**src/rtl/bp_fpga_host_uart_rx.sv**
```systemverilog
// bp_fpga_host_uart_rx: UART receiver with mid-bit sampling, parity/framing checks and a one-entry output buffer.
// Define BP_FPGA_HOST_UART_RX_SYNC_EN to double-flop rx_i (hardware builds).
module bp_fpga_host_uart_rx #(
  parameter int uart_clk_per_bit_p = 10416,
  parameter int uart_data_bits_p = 8,
  parameter int uart_parity_bit_p = 0,
  parameter int uart_parity_odd_p = 0,
  parameter int uart_stop_bits_p = 1
) (
  input  logic clk_i,
  input  logic reset_i,
  input  logic rx_i,
  output logic [uart_data_bits_p-1:0] data_o,
  output logic v_o,
  input  logic ready_and_i,
  output logic parity_err_o,
  output logic frame_err_o,
  output logic overrun_o
);
  localparam int cw_lp = $clog2(uart_clk_per_bit_p + 1);
  localparam logic [cw_lp-1:0] bit_last_lp = cw_lp'(uart_clk_per_bit_p - 1);
  localparam logic [cw_lp-1:0] half_last_lp = cw_lp'(uart_clk_per_bit_p / 2 - 1);
  localparam logic [3:0] data_last_lp = 4'(uart_data_bits_p - 1);
  localparam logic [3:0] stop_last_lp = 4'(uart_stop_bits_p - 1);
  localparam logic parity_en_lp = uart_parity_bit_p != 0;
  localparam logic odd_lp = uart_parity_odd_p != 0;
  typedef enum logic [2:0] {IDLE, START, DATA, PARITY, STOP} state_e;
  state_e state_r, state_n;
  logic [cw_lp-1:0] cnt_r, cnt_n;
  logic [3:0] idx_r, idx_n;
  logic [uart_data_bits_p-1:0] shift_r, shift_n;
  logic perr_r, perr_n, ferr_r, ferr_n, armed_r, done, fe_now, deliver, rx_s;
`ifdef BP_FPGA_HOST_UART_RX_SYNC_EN
  logic [1:0] sync_r;
  always_ff @(posedge clk_i)
    sync_r <= reset_i ? 2'b11 : {sync_r[0], rx_i};
  assign rx_s = sync_r[1];
`else
  assign rx_s = rx_i;
`endif
  assign fe_now = ferr_r | ~rx_s;
  assign deliver = done & ~fe_now & ~perr_r;
  always_comb begin
    state_n = state_r;
    cnt_n = cnt_r + 1'b1;
    idx_n = idx_r;
    shift_n = shift_r;
    perr_n = perr_r;
    ferr_n = ferr_r;
    done = 1'b0;
    case (state_r)
      IDLE: begin
        cnt_n = '0;
        idx_n = '0;
        perr_n = 1'b0;
        ferr_n = 1'b0;
        state_n = (~rx_s & armed_r) ? START : IDLE;
      end
      START: if (cnt_r == half_last_lp) begin
        cnt_n = '0;
        state_n = rx_s ? IDLE : DATA;
      end
      DATA: if (cnt_r == bit_last_lp) begin
        cnt_n = '0;
        shift_n = {rx_s, shift_r[uart_data_bits_p-1:1]};
        idx_n = (idx_r == data_last_lp) ? 4'd0 : idx_r + 1'b1;
        state_n = (idx_r != data_last_lp) ? DATA : parity_en_lp ? PARITY : STOP;
      end
      PARITY: if (cnt_r == bit_last_lp) begin
        cnt_n = '0;
        perr_n = ((^shift_r) ^ rx_s) != odd_lp;
        state_n = STOP;
      end
      STOP: if (cnt_r == bit_last_lp) begin
        cnt_n = '0;
        ferr_n = fe_now;
        done = idx_r == stop_last_lp;
        idx_n = done ? 4'd0 : idx_r + 1'b1;
        state_n = done ? IDLE : STOP;
      end
      default: state_n = IDLE;
    endcase
  end
  always_ff @(posedge clk_i) begin
    if (reset_i) begin
      state_r <= IDLE;
      cnt_r <= '0;
      idx_r <= '0;
      shift_r <= '0;
      perr_r <= 1'b0;
      ferr_r <= 1'b0;
      armed_r <= 1'b0;
      data_o <= '0;
      v_o <= 1'b0;
      parity_err_o <= 1'b0;
      frame_err_o <= 1'b0;
      overrun_o <= 1'b0;
    end else begin
      state_r <= state_n;
      cnt_r <= cnt_n;
      idx_r <= idx_n;
      shift_r <= shift_n;
      perr_r <= perr_n;
      ferr_r <= ferr_n;
      // a start bit only counts once the line has been seen idle after reset
      armed_r <= armed_r | rx_s;
      frame_err_o <= done & fe_now;
      parity_err_o <= done & ~fe_now & perr_r;
      overrun_o <= deliver & v_o & ~ready_and_i;
      if (deliver & (~v_o | ready_and_i)) begin
        data_o <= shift_r;
        v_o <= 1'b1;
      end else if (v_o & ready_and_i) begin
        v_o <= 1'b0;
      end
    end
  end
endmodule

```
**config.mk**
```make
export PLATFORM = sky130hd
export DESIGN_NAME = bp_fpga_host_uart_rx
export DESIGN_NICKNAME = d
export VERILOG_FILES = /design/src/rtl/bp_fpga_host_uart_rx.sv
export SDC_FILE = /design/constraint.sdc
export NUM_CORES = 1
export LEC_CHECK = 0
export BUFFER_PORTS_ARGS = -buffer_cell sky130_fd_sc_hd__buf_4
export CAP_MARGIN = 10
export CORE_MARGIN = 2
export CORE_UTILIZATION = 43
export DETAILED_ROUTE_END_ITERATION = 12
export PLACE_DENSITY_LB_ADDON = 0.05
export SLEW_MARGIN = 20
export SYNTH_ARGS = -nofsm -noshare
export SYNTH_HDL_FRONTEND = slang
export SYNTH_SLANG_ARGS = --single-unit
```
**constraint.sdc**
```tcl
create_clock -name clk_i -period 6.1 [get_ports clk_i]
set_input_delay 0.915 -clock clk_i [delete_from_list [all_inputs] [get_ports clk_i]]
set_output_delay 0.915 -clock clk_i [all_outputs]
set_load 0.05 [all_outputs]
```
[After elaboration in Yosys (flattened, before gate mapping)]
Index checks and enable logic that the tools add are counted.
Cells by class
  add/subtract/negate cells: 2
  eq/ne operators: 12
  mux-type cells: 25
  bitwise logic cells: 18
  reduce and logical (&&, ||, !) cells: 13
Operators with widths (number)
  case mux 14 bit (3 select lines): 1
  two-way mux 14 bit: 2
  two-way mux 3 bit: 6
  two-way mux 4 bit: 4
  case mux 3 bit (5 select lines): 1
  adder 14 x 1 -> 14 bit, second input constant: 1
  == test 14 x 13 -> 1 bit, second input constant: 1
  == test 14 bit, second input constant: 1
  case mux 4 bit (3 select lines): 1
  bitwise AND 1 bit: 9
  inequality test 2 bit, second input constant: 4
  XOR reduction 8 bit: 1
  two-way mux 1 bit: 7
  == test 3 x 2 -> 1 bit, second input constant: 2
  AND reduction 2 bit: 3
  nonzero test 2 bit: 3
  inverter 1 bit: 5
  adder 4 x 1 -> 4 bit, second input constant: 1
  == test 4 x 3 -> 1 bit, second input constant: 1
  logical NOT 4 bit: 1
  inequality test 4 x 3 -> 1 bit, second input constant: 1
  case mux 1 bit (2 select lines): 2
  AND reduction 4 bit: 1
  == test 3 x 1 -> 1 bit, second input constant: 1
  other kinds (8): 10
Word-level totals
  register bits after elaboration: 44
  output and inout bits: 12
  word-level logic and storage cells: 82

[Longest topological paths before layout]
  depth after elaboration: 7
  depth in mapped cells: 8
  gate-level depth less buffers: 7

[Worst setup path after synthesis]
No wires, ideal clock.
  kind: reg-to-reg
  start point: register idx_r[0]
  end point: register idx_r[1]
  library setup time: 0.070 ns
  arrival: 1.869 ns
  data required time: 6.030 ns
  slack: 4.161 ns
  stages on the path, launching flop included: 8
  path buffers: 0
  clock period less this slack: 1.939 ns
  cell sequence: dfxtp_1 > inv_1 > ha_1 > nor3b_1 > or3b_1 > a21o_1 > or4b_1 > a21oi_1
On the way
  longest elaborated chain between the ends: 4
  elaborated cells between the ends (all ways): 8
  classes of those cells: 1 x add/sub; 1 x eq/ne; 5 x mux; 1 x reduce/logical
RTL lines
  start, declared: RTL line 30  | logic [3:0] idx_r, idx_n;
  start signal, assigned: RTL line 101  | idx_r <= idx_n;
  adder 4 x 1 -> 4 bit, or another cell as far along: RTL line 66, 78
  two-way mux 4 bit (on tied branches): RTL line 78, 66
  two-way mux 4 bit (on tied branches): RTL line 74, 63
  case mux 4 bit (3 select lines) (*): RTL line 51  | case (state_r)
Mark *: on every way between the ends. The rest lies on a longest branch, timed or not. The select of a mux whose other input is x is not followed.
A chain may end at the register's enable or synchronous reset.

[Final worst setup path]
  start point: register cnt_r[0]
  end point: register idx_r[1]
On the way
  longest elaborated chain between the ends: 3
  elaborated cells between the ends (all ways): 4
  classes of those cells: 3 x eq/ne; 1 x reduce/logical
RTL lines
  start, declared: RTL line 29  | logic [cw_lp-1:0] cnt_r, cnt_n;
  start signal, assigned: RTL line 100  | cnt_r <= cnt_n;
  == test 14 bit (*): RTL line 63, 74
  inequality test 2 bit (no source line)
  AND reduction 3 bit (no source line) (*)
Mark *: on every way between the ends. The rest lies on a longest branch, timed or not.

==> metrics.md <==
| Metric | Value |
|---|---|
| Die Y | 72.13 µm |
| Initial antenna violation count | 0 |
| First-pass iteration count of the detailed router | 4 |
| Asr flop ratio synth | 0% |
| Clk slew on worst S/H paths | 70 ps |
| Worst Hold Class | reg2reg |
| Time the worst path needs with I/O delays and setup | 2392 ps |
| Critical-path cell list | ha_1 -> and3_1 -> nand4_2 -> maj3_2 -> or4b_1 -> a21oi_1 |
| Die area | 5202 µm² |
| Via Count | 1594 |
| Synth top area share | 44.14% |
| Detailed Route Iter0 Violations | 121 |
| Hpwl dp | 2.779 mm |
| Leak Pwr | 0.7821 nW |
| Vias in the first global route | 1571 |
| Root Driver | clkbuf_8 |
| WS Path Type | reg2reg |
| Final setup TNS | 0 ps |
| Synthesized instance count | 229 |
| Storage cell area | 880.8 µm² |
| Post-CTS Hold Fix Bufs | 0 |
| Avg Inst Size Synth | 8.715 µm² |
| Detailed-route DRC error count | 0 |
| Ys flop type | dfxtp_1 |
| CTS Sinks | 44 |
| N_diodes | 0 |
| Synth area leaders | dfxtp_1 44%, nor2_1 6.0%, xnor2_1 5.7%, nand2_1 4.7%, a21oi_1 4.0% |
| Final setup violation count | 0 |
| Relative slew slack | 55.67% |
| Final antenna-violating net count | 0 |
| Row Count | 24 |
| RePlAce Congestion | 0.8090 |
| Area delta synth->final | 13.67% |
| # IOs | 16 |
| Post-synth EDFFs | 0 |
| Post-synthesis instance area | 1996 µm² |
| CP startpoint kind | flop |
| Largest net degree at the start of global routing | 33 |
| CTS Buf Count | 5 |
| Drt via density | 5.459 |
| Post-CTS sizing | 0 |
| Proportion of layout cells with a drive suffix above 1 | 11.67% |
| Register bit total from synthesis | 44 |
| Outcome | completed |
| Maximum capacitance violations | 0 |
| Clock skew | 6.593 ps |
| Tot GR Track Use | 16.89% |
| CTS tree | done |
| Synth cell count leaders | 44 x dfxtp_1, 32 x nor2_1, 25 x nand2_1 |
| Slew @ Worst Pin | 662.2 ps |
| CTS HTree Levels | 2 |
| Yosys warnings | 0 |
| Critical Path AT | 2610 ps |
| Detailed Route WL | 3.901 mm |
| Crit-path slowest cell | or4b_1 |
| Setup bufs post-CTS | 0 |
| Max Slew Vio Count | 0 |
| Register area share after synthesis | 44.14% |
| Count leader, synth | dfxtp_1 |
| Net count after synthesis | 236 |
| Initial core utilization | 45.21% |
| Core ar. | 4414 µm² |
| Unique masters post-synth | 42 |
| Area of the multi-input gates | 1062 µm² |
| GRT overflow | 0 |
| First-pass GRT wire length | 7.038 mm |
| Crit Path Max Fanout | 13 |
| Area leader, netlist | dfxtp_1 |
| Nets | 247 |
| Cell Pwr Density | 255.8 nW/µm² |
| Wirelength per Cell | 13.36 µm |
| Fillcell total | 417 |
| Crit end category | flop |
| Tcrit/Tclk final | 39.21% |
| Die width | 72.13 µm |
| VDD IR max | 0.1548 mV |
| Achievable frequency | 418.1 MHz |
| Worst hold slack | 445.1 ps |
| Worst-Skew Late Latency | 290 ps |
| CP Data Required Time | 6320 ps |
| IO buf count | 15 |
| Crit path largest cell delay | 520 ps |
| Final Hold Violating Endpoints | 0 |
| Max clock buf depth | 2 |
| RSZ-0062 raised after global routing | no |
==> worst paths after layout <==
kind,slack (ps),start,cells after the start,endpoint
worst min-delay path,450,cnt_r[0],1,cnt_r[0]
worst max register to register,3710,cnt_r[0],6,idx_r[1]
worst max-delay path,3710,cnt_r[0],6,idx_r[1]
worst min register to register,450,cnt_r[0],1,cnt_r[0]
==> metal layers <==
layer | share of wire, % | global-route usage (%) | up-vias
met5 | 0 | 0 | -
met4 | 0.79 | 5.451 | 0
met3 | 4.5 | 4.583 | 4
met2 | 49 | 28.34 | 37
met1 | 46 | 21.00 | 746
li1 | - | - | 807
==> critical path: cells and delay by family, from the launching register on <==
kind,cells,cell delay [ps]
flops,1,350
compound gates,1,170
simple gates,3,1100
fa+ha+maj,2,690
==> kinds of logic after synthesis <==
group | after synthesis | synth area share, %
compound gates | 32 | 9.844
buf+inv | 16 | 3.386
fa+ha+maj | 4 | 2.445
simple gates | 105 | 27.40
flops | 44 | 44.14
mux | 8 | 4.013
xor+xnor | 20 | 8.778
==> layout make-up <==
| type | count | area share, % |
|---|---|---|
| Clock buffer | 5 | 3.034 |
| Clock inverter | 2 | 2.648 |
| Inverter | 5 | 0.8274 |
| Multi-Input combinational cell | 169 | 46.83 |
| Sequential cell | 44 | 38.83 |
| Tap cell | 52 | 2.868 |
| Timing Repair Buffer | 15 | 4.964 |
==> sequential cells by signal (all words and copies together), names as in the netlist, 3 cells and up <==
register / flops
shift_r: 8
state_r: 3
cnt_r: 14
idx_r: 4
data_o: 8
==> stage by stage <==
stage | area (µm²) | worst slack [ps] | cells | utilization (%) | total power [mW]
after floorplan | 1996 | 4161 | 229 | - | 0.3242
after global placement | 2131 | 3527 | 285 | 48.27 | 0.3304
after detailed placement | 2131 | 3403 | 285 | 48.27 | 0.3315
after CTS | 2260 | 3447 | 292 | 51.19 | 0.5900
after global routing | 2268 | 3550 | 292 | 51.39 | 0.6055
final | 2268 | 3708 | 292 | 51.39 | 0.5803
==> power breakdown <==
group          internal [mW]  leakage (nW)  total, mW  switching [mW]
Sequential             0.290         0.355      0.295         0.00536
Clock                  0.161        0.0642      0.255          0.0942
Combinational         0.0106         0.363     0.0299          0.0194
==> layout by cell type (no fill, tap or decap), types with 3 or more instances in the layout <==
| cell | count |
|---|---|
| a21o_1 | 3 |
| a21oi_1 | 16 |
| and3_1 | 3 |
| buf_4 | 15 |
| clkbuf_8 | 5 |
| dfxtp_1 | 44 |
| ha_1 | 3 |
| inv_1 | 5 |
| mux2i_1 | 8 |
| nand2_1 | 25 |
| nand2b_1 | 7 |
| nand3_1 | 6 |
| nand3b_1 | 3 |
| nand4_1 | 3 |
| nor2_1 | 32 |
| nor3_1 | 5 |
| o21ai_0 | 4 |
| o31ai_1 | 3 |
| or3_1 | 4 |
| xnor2_1 | 13 |
| xor2_1 | 7 |
Note: power is estimated with default switching activity, not from simulation.
